**src/rtl/btn_ctrl.sv**
```systemverilog
// btn_ctrl: four-button debounced cursor-move controller with optional auto-repeat.
// Ports: clk (rising edge); rst (async, active-low);
//        btn_up/btn_down/btn_left/btn_right (raw async buttons, active-high);
//        fire (one-cycle move strobe); row_en/col_en (move axis); add_n (0 inc, 1 dec).
// Option: define BTN_AUTOREPEAT_EN to re-fire while a button stays held.
module btn_ctrl #(
  parameter int DEBOUNCE_CYCLES = 16,
  parameter int REPEAT_DELAY = 1024,
  parameter int REPEAT_PERIOD = 256
) (
  input  logic clk,
  input  logic rst,
  input  logic btn_up,
  input  logic btn_down,
  input  logic btn_left,
  input  logic btn_right,
  output logic fire,
  output logic row_en,
  output logic col_en,
  output logic add_n
);
  localparam int CW = $clog2(DEBOUNCE_CYCLES + 1);
  typedef enum logic [1:0] {IDLE, FIRE, HOLD, RELEASE} state_t;
  state_t r_state, w_next;
  logic [3:0] w_btn, r_s1, r_s2, r_deb, r_deb_q, w_rise, w_pick, r_sel;
  logic [CW-1:0] r_cnt [4];
  logic r_fire, r_row, r_col, r_add, w_held, w_hit;
  // bit order: 0 up, 1 down, 2 left, 3 right
  assign w_btn = {btn_right, btn_left, btn_down, btn_up};
  assign w_rise = r_deb & ~r_deb_q;
  assign w_held = |(r_sel & r_deb);
  assign w_pick = w_rise[0] ? 4'b0001 : w_rise[1] ? 4'b0010 :
                  w_rise[2] ? 4'b0100 : w_rise[3] ? 4'b1000 : 4'b0000;
  assign fire = r_fire;
  assign row_en = r_row;
  assign col_en = r_col;
  assign add_n = r_add;
  // Level only flips after DEBOUNCE_CYCLES consecutive mismatching samples.
  always_ff @(posedge clk or negedge rst)
    if (!rst) begin
      r_s1 <= '0;
      r_s2 <= '0;
      r_deb <= '0;
      r_deb_q <= '0;
      for (int i = 0; i < 4; i++) r_cnt[i] <= '0;
    end else begin
      r_s1 <= w_btn;
      r_s2 <= r_s1;
      r_deb_q <= r_deb;
      for (int i = 0; i < 4; i++)
        if (r_s2[i] == r_deb[i]) r_cnt[i] <= '0;
        else if (r_cnt[i] == CW'(DEBOUNCE_CYCLES - 1)) begin
          r_deb[i] <= r_s2[i];
          r_cnt[i] <= '0;
        end else r_cnt[i] <= r_cnt[i] + 1'b1;
    end
  always_ff @(posedge clk or negedge rst)
    if (!rst) r_state <= IDLE;
    else r_state <= w_next;
  always_comb begin
    w_next = r_state;
    case (r_state)
      IDLE:    w_next = |w_rise ? FIRE : IDLE;
      FIRE:    w_next = HOLD;
      HOLD:    w_next = w_held ? HOLD : RELEASE;
      RELEASE: w_next = |r_deb ? RELEASE : IDLE;
      default: w_next = IDLE;
    endcase
  end
  // Outputs are registered, so fire trails the FIRE state by one cycle.
  always_ff @(posedge clk or negedge rst)
    if (!rst) begin
      r_fire <= 1'b0;
      r_row <= 1'b0;
      r_col <= 1'b0;
      r_add <= 1'b0;
      r_sel <= '0;
    end else begin
      r_fire <= (r_state == FIRE) | w_hit;
      if (r_state == IDLE && |w_rise) begin
        r_sel <= w_pick;
        r_row <= w_pick[0] | w_pick[1];
        r_col <= w_pick[2] | w_pick[3];
        r_add <= w_pick[0] | w_pick[2];
      end
    end
`ifdef BTN_AUTOREPEAT_EN
  localparam int RMAX = REPEAT_DELAY > REPEAT_PERIOD ? REPEAT_DELAY : REPEAT_PERIOD;
  localparam int RW = $clog2(RMAX);
  logic [RW-1:0] r_rpt;
  logic r_rep;
  // r_rep selects the first (delay) or subsequent (period) interval.
  assign w_hit = r_state == HOLD && w_held &&
                 r_rpt == (r_rep ? RW'(REPEAT_PERIOD - 1) : RW'(REPEAT_DELAY - 1));
  always_ff @(posedge clk or negedge rst)
    if (!rst) begin
      r_rpt <= '0;
      r_rep <= 1'b0;
    end else if (r_state != HOLD || w_hit) begin
      r_rpt <= '0;
      r_rep <= r_state == HOLD;
    end else r_rpt <= r_rpt + 1'b1;
`else
  assign w_hit = 1'b0;
`endif
endmodule

```
**config.mk**
```make
export PLATFORM = sky130hd
export DESIGN_NAME = btn_ctrl
export DESIGN_NICKNAME = d
export VERILOG_FILES = /design/src/rtl/btn_ctrl.sv
export SDC_FILE = /design/constraint.sdc
export NUM_CORES = 1
export LEC_CHECK = 0
export BUFFER_PORTS_ARGS = -buffer_cell sky130_fd_sc_hd__buf_2
export CAP_MARGIN = 20
export CELL_PAD_IN_SITES_DETAIL_PLACEMENT = 1
export CELL_PAD_IN_SITES_GLOBAL_PLACEMENT = 1
export CORE_AREA = 2 2 88 90
export CTS_CLUSTER_DIAMETER = 100
export DETAILED_ROUTE_END_ITERATION = 6
export DIE_AREA = 0 0 90 92
export HOLD_SLACK_MARGIN = 0.15
export PLACE_DENSITY = 0.53
export SLEW_MARGIN = 10
export SYNTH_ARGS = -nofsm -noshare
export SYNTH_HDL_FRONTEND = slang
export SYNTH_SLANG_ARGS = --single-unit
```
**constraint.sdc**
```tcl
create_clock -name clk -period 3.9 [get_ports clk]
set_clock_uncertainty 0.1 [all_clocks]
set_input_delay 0.195 -clock clk [delete_from_list [all_inputs] [get_ports clk]]
set_output_delay 0.195 -clock clk [all_outputs]
set_load 0.1 [all_outputs]
```
# Word-level counts from Yosys, hierarchy flattened
# Index checks and enable logic that the tools add are counted.
[op_classes]
bitwise_logic = 10
reduce_logical = 9
eq_ne = 11
n_mux = 16
n_addsub = 4
[op_table]
columns = ["operator", "count"]
rows = [
  ["$mux W5", 8],
  ["$add A5 B1 Y5 const B", 4],
  ["$eq A5 B4 Y1 const B", 4],
  ["$mux W4", 4],
  ["$reduce_or A4 Y1", 3],
  ["$and A4 B4 Y4", 2],
  ["$pmux W2 S4", 1],
  ["$reduce_and A2 Y1", 4],
  ["$eq A1 B1 Y1", 4],
  ["$eq A2 B2 Y1 const B", 2],
  ["$not A1 Y1", 4],
  ["$not A4 Y4", 1],
  ["$or A1 B1 Y1", 3],
  ["$eq A2 B1 Y1 const B", 1],
  ["$logic_not A2 Y1", 1],
  ["$mux W1", 2],
  ["$mux W2", 1],
  ["$logic_and A1 B1 Y1", 1],
]
[word_totals]
elab_cells = 67
inputBits = 6
out_inout_bits = 4
reg_bits = 46

# Longest topological paths before layout
# Gate-level depths: netlist of the first run.
[depth]
word_depth = 7
mapped_depth = 4
ltp_nobuf = 4

# Worst setup path after synthesis of the first run
# Ideal clock, no wire load.
[synth_path]
kind = "register to register"
from = "register, netlist name add_n"
to = "register r_add, in the netlist add_n"
setup_ns = 0.076
required_time_ns = 3.724
path_stages_with_launch = 3
slack_ns = 2.597
period_less_slack_ns = 1.303
t_arrival_ns = 1.127
n_path_buf = 0
cell_sequence = "dfrtp_1 > nand3_1 > o21ai_1"
[synth_lines]
columns = ["item", "line", "source"]
rows = [
  ["end signal, assigned", "84", "r_add <= w_pick[0] | w_pick[2];"],
  ["end, declared", "27", "logic r_fire, r_row, r_col, r_add, w_held, w_hit;"],
]

# Worst setup path after layout of the first run
[layout_path]
from = "register r_add, in the netlist add_n"
to = "output add_n"
[layout_lines]
columns = ["item", "line", "source"]
rows = [
  ["end, declared", "20", "output logic add_n"],
]
# No word-level cell between the ends.

==> impl_metrics.yaml, run 1 <==
worst_setup_path:
  crit_path_top_delay_cell: "buf_2"
  path_max_fanout: 2
  end_kind: "primary output"
  reg2reg_depth: 4
  criticalPathCategory: "flop to primary output"
  start_kind: "flop"
  worstPathArrival_ns: 1.11
  cp_num_cells: 1
  path_buf_inv: 1
  critPathMaxStageDelay_ns: 0.43
  worst_ep_required_time_ns: 3.61
  cp_top_family: "buffers and inverters"
  worstPathCellList: "buf_2"
timing:
  setup_violations: 0
  tightest_slew_ns: 0.515
  slew_headroom_pct: 65.6
  worst_slack_ns: 2.49
  hold_violations: 0
  maxSlewViolCount: 0
  fin_crit_ns: 1.41
  rsz0062_at_grt: "no"
  finalSetupTns_ns: 0
  max_freq_mhz: 710
  period_share_pct: 36.1
grt:
  use_met1_pct: 9.53
  grt.overflow.total: 0
  antenna_found_initial: 0
  grt_pass1_vias: 1134
  grt_max_degree: 47
  grt_use_met3_pct: 3.04
  grt_pass1_wl_mm: 5.26
  grt.met2_usage_pct: 13.1
  busiest_layer: "met2"
  grt_usage_pct: 8.04
finish:
  layout_common_cells: "dfrtp_1, nor2_1, xor2_1"
  layout_commonest_cell: "dfrtp_1"
  drive_gt1_share_pct: 18.2
  diodes: 0
  area_growth_pct: 19.9
  finalNetCount: 168
  final_core_util_pct: 28.6
  fillers: 838
synth:
  ys.flop_type: "dfrtp_1"
  syn-cell-area_um2: 1770
  yosys_warnings: 0
  ys_ff_latch: 46
  synth.net_count: 146
  synthArstFlopShare_pct: 100
  yosysSeqAreaShare_pct: 64.9
  syn_area_per_cell_um2: 13.0
  synth_cell_types: 26
  synth_edf_count: 0
  syn_inst: 136
floorplan:
  fp.dieH_um: 92
  initial_core_util_pct: 23.8
  io_pins: 10
  die_area_um2: 8280
  core_um2: 7450
  fp.dieW_um: 90
  row_count: 32
clock_network:
  clockBufferDepth: 2
  hold_buffers: 5
  cts_tree: "yes"
  h-tree-depth: 2
  clock_latency_ns: 0.30
  numCtsBuffers: 5
  cts_setup_buffers: 0
  cts.sinks: 46
  ctsRootBufferMaster: "clkbuf_8"
  cts.clk_slew.worst_paths_ns: 0.09
  cts_resized: 0
placed_design:
  hpwl_mm: 2.05
  gp_congestion: 0.793
  dpl_worst_slack_ns: 2.51
  port_buffers: 9
power:
  ir_worst_vdd_mv: 0.174
  power_w: 0.00101
  powerDensity_nw_per_um2: 476
  leakage_nw: 1.04
route:
  dr.pass1.iters: 4
  routed_wl_mm: 3.04
  drt_iter0_markers: 26
  drc_errors: 0
  vias: 1061
  postRouteAntennaNets: 0
  viasPerCell: 4.07
  avgRoutedWirePerCell_um: 11.6
min_path:
  worstHoldPathType: "flop to flop"
  holdPathStages: 0
outcome:
  status: "complete, no violations"
flow_run:
  cap_violations: 0
report_power, final:
group	switching (W)	internal [W]	total [W]
clock network	0.000160	0.000191	0.000351
registers	0.0000310	0.000506	0.000537
logic	0.0000842	0.0000415	0.000126
total	0.000275	0.000739	0.00101
metal layers:
layer	share of wire, %	wire [um]	vias up
met1	47	1420	536
met2	48	1450	13
met5	0	0	-
li1	-	-	507
met3	3.8	115	5
met4	1.8	55	0
state kept, by name (all words and copies together), names as in the netlist:
register  count
r_cnt        20
r_deb_q       4
r_s2          4
col_en        1
r_sel         4
row_en        1
r_deb         4
r_state       2
r_s1          4
add_n         1
fire          1
worst paths after layout:
| path | from | endpoint | slack [ns] |
|---|---|---|---|
| setup / recovery | add_n | add_n | 2.49 |
| hold / removal | r_s1[1] | r_s2[1] | 0.25 |
| setup reg to reg | r_cnt[5] | r_deb[2] | 2.51 |
| hold reg to reg | r_s1[1] | r_s2[1] | 0.25 |
| max in group asynchronous | rst | r_cnt[11] | 2.89 |
| min in group asynchronous | rst | r_cnt[16] | 0.29 |
through the flow:
stage	cells	hold WS [ns]	cell area, um^2
2_1_floorplan	136	-0.201	1770
3_3_place_gp	247	0.204	1950
3_5_place_dp	247	0.205	1950
4_1_cts	260	0.256	2110
5_1_grt	261	0.265	2130
6_report	261	0.253	2130
synth_stat cells (2+ instances only):
cell type / instances / area share (%)
a21oi_1: 6 / 1.7
a22oi_1: 4 / 1.7
and2_1: 8 / 2.8
and3_1: 4 / 1.4
dfrtp_1: 46 / 65
ha_1: 4 / 2.8
mux2_2: 4 / 2.5
nand2_1: 4 / 0.85
nand3_1: 9 / 2.5
nor2_1: 13 / 2.8
nor2b_4: 3 / 2.3
o21ai_1: 5 / 1.4
o21ai_2: 2 / 0.99
xor2_1: 12 / 5.9
cell families after synthesis:
group | synth area share (%)
and+or+nand+nor | 16.6
xor gates and xnor gates | 5.92
DFF | 64.9
buffers and inverters | 0.211
AOI/OAI and AO/OA | 6.98
muxes | 2.54
adders and majority gates | 2.82
cell type report:
cell class,count,area (um^2),share of cell area (%)
Timing Repair Buffer,15,115,5.41
Inverter,1,3.75,0.176
Clock buffer,6,72.6,3.41
Sequential cell,46,1150,54.1
Clock inverter,2,37.5,1.76
Tap cell,102,128,6.00
Multi-Input combinational cell,89,619,29.1
Power figures use the tool's default switching activity.
==> run 2, diff against run 1 <==
--- a/config.mk
+++ b/config.mk
@@ -14,7 +14,7 @@
 export DETAILED_ROUTE_END_ITERATION = 6
 export DIE_AREA = 0 0 90 92
 export HOLD_SLACK_MARGIN = 0.15
-export PLACE_DENSITY = 0.53
+export PLACE_DENSITY = 0.55
 export SLEW_MARGIN = 10
 export SYNTH_ARGS = -nofsm -noshare
 export SYNTH_HDL_FRONTEND = slang
==> constraint.sdc (replaced) <==
create_clock -name clk -period 1.2 [get_ports clk]
set_clock_uncertainty 0.1 [all_clocks]
set_input_delay 0.06 -clock clk [delete_from_list [all_inputs] [get_ports clk]]
set_output_delay 0.06 -clock clk [all_outputs]
set_load 0.1 [all_outputs]
==> run 2 against run 1 <==
Net effect: the flow now finishes with violations (negative setup slack); via count rose by 14%; clock-buffer cell count is the same; routed wire length grew 24%; sequential cell count unchanged; first-iteration DRC count up 7.7%; register-to-register slack got worse by 2.6 ns; non-clock buffer count is 33 higher; cell area increased by 27%; worst hold slack worse by 0.15 ns; sequential share of layout area fell by 11 points; combinational power grew to 5.2 times the previous value; largest power group unchanged; highest routed layer unchanged.
==> impl_metrics.yaml, run 2 (synthesis results as in run 1) <==
grt:
  grt_usage_pct: 10.3
  grt.overflow.total: 0
  grt_pass1_wl_mm: 6.75
  antenna_found_initial: 0
  grt_pass1_vias: 1441
  grt_max_degree: 22
timing:
  setup_violations: 19
  tightest_slew_ns: 0.371
  hold_violations: 0
  fin_hold_ws_ns: 0.104
  period_share_pct: 111
  fin_crit_ns: 1.33
  slew_headroom_pct: 75.3
  max_freq_mhz: 753
  maxSlewViolCount: 0
  worst_slack_ns: -0.127
  rsz0062_at_grt: "yes"
flow_run:
  cap_violations: 0
finish:
  fillers: 812
  drive_gt1_share_pct: 49.0
  regMostFlops: "r_cnt"
  final_core_util_pct: 36.4
  fin_cells: 294
  area_growth_pct: 52.7
  largest_register_ff_count: 20
  layout_common_cells: "dfrtp_1, buf_4, buf_6"
  diodes: 0
  finalNetCount: 201
  layout_commonest_cell: "dfrtp_1"
worst_setup_path:
  worstPathCellList: "ha_2, nand3_2, nor2_2, mux2_4"
  end_kind: "flop"
  worst_ep_required_time_ns: 1.28
  worstPathArrival_ns: 1.41
  path_max_fanout: 2
  start_kind: "flop"
  crit_path_top_delay_cell: "dfrtp_1"
  criticalPathCategory: "flop to flop"
  critPathMaxStageDelay_ns: 0.37
route:
  avgRoutedWirePerCell_um: 12.8
  viasPerCell: 4.10
  drt_iter0_markers: 28
  routed_wl_mm: 3.75
  postRouteAntennaNets: 0
  dr.pass1.iters: 3
  vias: 1205
  drc_errors: 0
clock_network:
  h-tree-depth: 2
  numCtsBuffers: 5
  clock_latency_ns: 0.30
  cts.sinks: 46
  ctsRootBufferMaster: "clkbuf_8"
  hold_buffers: 5
  cts.clk_slew.worst_paths_ns: 0.08
  clockBufferDepth: 2
  cts_tree: "yes"
power:
  ir_worst_vdd_mv: 0.363
  leakage_nw: 1.23
  powerDensity_nw_per_um2: 1310
outcome:
  status: "finished, violations left"
  violations: "negative setup slack"
floorplan:
  fp.dieH_um: 92
  fp.dieW_um: 90
  io_pins: 10
  die_area_um2: 8280
  initial_core_util_pct: 23.8
  row_count: 32
  core_um2: 7450
placed_design:
  placed_cells: 268
  gp_congestion: 0.824
  port_buffers: 9
  dpl_worst_slack_ns: -0.122
  hpwl_mm: 2.54
min_path:
  worstHoldPathType: "input port to async pin"
## run 2: changes by cell type in the layout (fill, tap and decap cells not counted), moves of 5 or more
cell / before / now
nor2_2: 0 / 5
nand3_1: 9 / 2
buf_6: 0 / 9
nor2_1: 13 / 7
nand3_2: 0 / 5
buf_4: 0 / 24
## run 2: per-layer routing
| metal | global-route usage (%) | share of wire (%) | vias up |
|---|---|---|---|
| li1 | - | - | 566 |
| met1 | 11.1 | 40 | 616 |
| met2 | 18.4 | 55 | 15 |
| met3 | 2.71 | 2.4 | 8 |
| met4 | 5.38 | 2.8 | 0 |
| met5 | 0 | 0 | - |
## run 2: cell type report
class / count / area (um^2) / area share, %
sequential: 46 / 1160 / 42.7
tap: 102 / 128 / 4.71
timing repair buffer: 48 / 457 / 16.9
clock buffer: 6 / 72.6 / 2.68
inverter: 1 / 3.75 / 0.139
multi-input combinational: 89 / 855 / 31.5
clock inverter: 2 / 37.5 / 1.39
## run 2: timing repair
action                                  CTS  global route
buffers inserted                         10             3
endpoints found under the setup margin   25            28
gates cloned                              0             0
hold endpoints to repair                 50            13
gates resized for setup                  19            17
pin swaps                                16            12
## run 2: final timing paths
path                           start         end  slack, ns  cells past startpoint
max                        r_cnt[16]    r_deb[0]      -0.13                      4
min                              rst  r_deb_q[3]       0.10                      2
max reg2reg                r_cnt[16]    r_deb[0]      -0.13                      4
min reg2reg                  r_s1[2]     r_s2[2]       0.25                      0
max in group asynchronous        rst     r_s1[2]       0.40                      3
min in group clk             r_s1[2]     r_s2[2]       0.25                      0
## run 2: metrics by stage
| step | setup TNS, ns | cell area [um^2] | power, W |
|---|---|---|---|
| floorplan | -0.240 | 1850 | 0.00208 |
| global placement | -0.346 | 2250 | 0.00235 |
| detailed placement | -1.02 | 2250 | 0.00238 |
| CTS | -0.719 | 2600 | 0.00360 |
| global route | -2.16 | 2710 | 0.00376 |
| finish | -0.793 | 2710 | 0.00356 |
## run 2: critical path: cells and delay by family, from the launching register on
kind / cells / cell delay, ns
flops: 1 / 0.37
mux: 1 / 0.30
simple gates: 2 / 0.23
fa+ha+maj: 1 / 0.21
## run 2: report_power, final
group | switching, W | internal [W]
clock network | 0.000513 | 0.000621
registers | 0.000117 | 0.00165
logic | 0.000335 | 0.000325
total | 0.000965 | 0.00259
==> run 3, diff against run 2 <==
--- a/config.mk
+++ b/config.mk
@@ -10,6 +10,7 @@
 export CELL_PAD_IN_SITES_DETAIL_PLACEMENT = 1
 export CELL_PAD_IN_SITES_GLOBAL_PLACEMENT = 1
 export CORE_AREA = 2 2 88 90
+export CTS_BUF_LIST = sky130_fd_sc_hd__clkbuf_4 sky130_fd_sc_hd__clkbuf_8 sky130_fd_sc_hd__clkbuf_16
 export CTS_CLUSTER_DIAMETER = 100
 export DETAILED_ROUTE_END_ITERATION = 6
 export DIE_AREA = 0 0 90 92
==> run 3 against run 2 <==
Net effect: the run still ends with negative setup slack left; first-iteration DRC count is 36% higher; maximum frequency hardly changed; worst hold slack better by 0.0035 ns; non-clock buffer count is 1 lower; routed wire length is 1.9% higher; die area stayed put; via count is 0.50% lower; sequential power hardly changed; sequential cell count stayed put; clock-buffer cell count stayed put; clock power hardly changed; core utilization is 0.10 points lower; critical path type unchanged; critical endpoint unchanged.
==> impl_metrics.yaml, run 3 (synthesis results as in run 1) <==
grt:
  grt_pass1_wl_mm: 6.75
  grt_usage_pct: 10.3
  antenna_found_initial: 0
  grt_pass1_vias: 1449
  grt.overflow.total: 0
  grt_max_degree: 22
timing:
  maxSlewViolCount: 0
  rsz0062_at_grt: "yes"
  fin_crit_ns: 1.33
  slew_headroom_pct: 74.2
  worst_slack_ns: -0.127
  period_share_pct: 111
  tightest_slew_ns: 0.387
  hold_violations: 0
  setup_violations: 16
  fin_hold_ws_ns: 0.108
  max_freq_mhz: 753
route:
  drc_errors: 0
  postRouteAntennaNets: 0
  vias: 1199
  drt_iter0_markers: 38
  viasPerCell: 4.09
  avgRoutedWirePerCell_um: 13.0
  routed_wl_mm: 3.82
  dr.pass1.iters: 4
outcome:
  status: "finished, violations left"
  violations: "negative setup slack"
power:
  leakage_nw: 1.23
  powerDensity_nw_per_um2: 1330
  ir_worst_vdd_mv: 0.363
placed_design:
  hpwl_mm: 2.54
  dpl_worst_slack_ns: -0.122
  gp_congestion: 0.824
  port_buffers: 9
finish:
  finalNetCount: 200
  fillers: 810
  drive_gt1_share_pct: 49.2
  layout_commonest_cell: "dfrtp_1"
  diodes: 0
  layout_common_cells: "dfrtp_1, buf_4, xor2_1, and2_1, buf_6"
  largest_register_ff_count: 20
  regMostFlops: "r_cnt"
  area_growth_pct: 52.3
worst_setup_path:
  reg2reg_depth: 4
  r2r_setup_slack_ns: -0.13
  worstPathArrival_ns: 1.41
  end_kind: "flop"
  r2r-end: "r_deb[0]"
  reg2reg_from: "r_cnt[16]"
  worst_ep_required_time_ns: 1.28
  criticalPathCategory: "flop to flop"
  path_max_fanout: 2
  start_kind: "flop"
flow_run:
  cap_violations: 0
clock_network:
  ctsRootBufferMaster: "clkbuf_8"
  cts.clk_slew.worst_paths_ns: 0.08
  cts_tree: "yes"
  h-tree-depth: 2
  clock_latency_ns: 0.30
  numCtsBuffers: 5
  clockBufferDepth: 2
  hold_buffers: 5
  cts.sinks: 46
min_path:
  worstHoldPathType: "input port to async pin"
floorplan:
  fp.dieW_um: 90
  fp.dieH_um: 92
  initial_core_util_pct: 23.8
  row_count: 32
  io_pins: 10
  core_um2: 7450
  die_area_um2: 8280
## run 3: stage by stage
stage	util, %	total power (W)	setup TNS (ns)	instances	area (um^2)
2_1_floorplan	-	0.00208	-0.240	136	1850
3_3_place_gp	30.2	0.00235	-0.346	268	2250
3_5_place_dp	30.2	0.00238	-1.02	268	2250
4_1_cts	35.0	0.00362	-0.719	291	2610
5_1_grt	36.3	0.00378	-1.96	293	2700
6_report	36.3	0.00359	-0.705	293	2700
## run 3: worst max-delay path, cell delays in order (launching register included)
cell and delay, ns:
dfrtp_1 0.37, ha_2 0.21, nand3_2 0.11, nor2_2 0.12
mux2_4 0.30
## run 3: worst max path at each step
stage	slack [ns]	from	to
6_report	-0.13	r_cnt[16]	r_deb[0]
2_1_floorplan	-0.06	r_cnt[15]	r_deb[0]
5_1_grt	-0.16	r_cnt[16]	r_deb[0]
3_5_place_dp	-0.12	r_cnt[5]	r_deb[2]
3_3_place_gp	-0.06	r_cnt[5]	r_deb[2]
4_1_cts	-0.11	r_cnt[10]	r_deb[1]
## run 3: cell type report
class,instances,area (um^2),share of cell area [%]
Timing Repair Buffer,47,445,16.5
Multi-Input combinational cell,89,855,31.6
Clock buffer,6,76.3,2.83
Clock inverter,2,37.5,1.39
Inverter,1,3.75,0.139
Sequential cell,46,1160,42.8
Tap cell,102,128,4.72
## run 3: timing repair
item	4_1_cts	5_1_grt
endpoints found under the hold margin	50	13
setup endpoints to repair	25	28
pin swaps	16	10
gates resized for setup	19	16
setup buffers	10	2
## run 3: layer usage
layer	vias up	GRT usage, %	wire, um
met5	-	0	0
met4	0	5.38	103
met3	9	2.71	92
met2	15	18.7	2130
met1	611	11.0	1490
li1	564	-	-
## run 3: report_power, final
| part | switching (W) | total [W] | internal, W |
|---|---|---|---|
| Clock | 0.000520 | 0.00116 | 0.000644 |
| Sequential | 0.000118 | 0.00177 | 0.00165 |
| Combinational | 0.000335 | 0.000660 | 0.000325 |
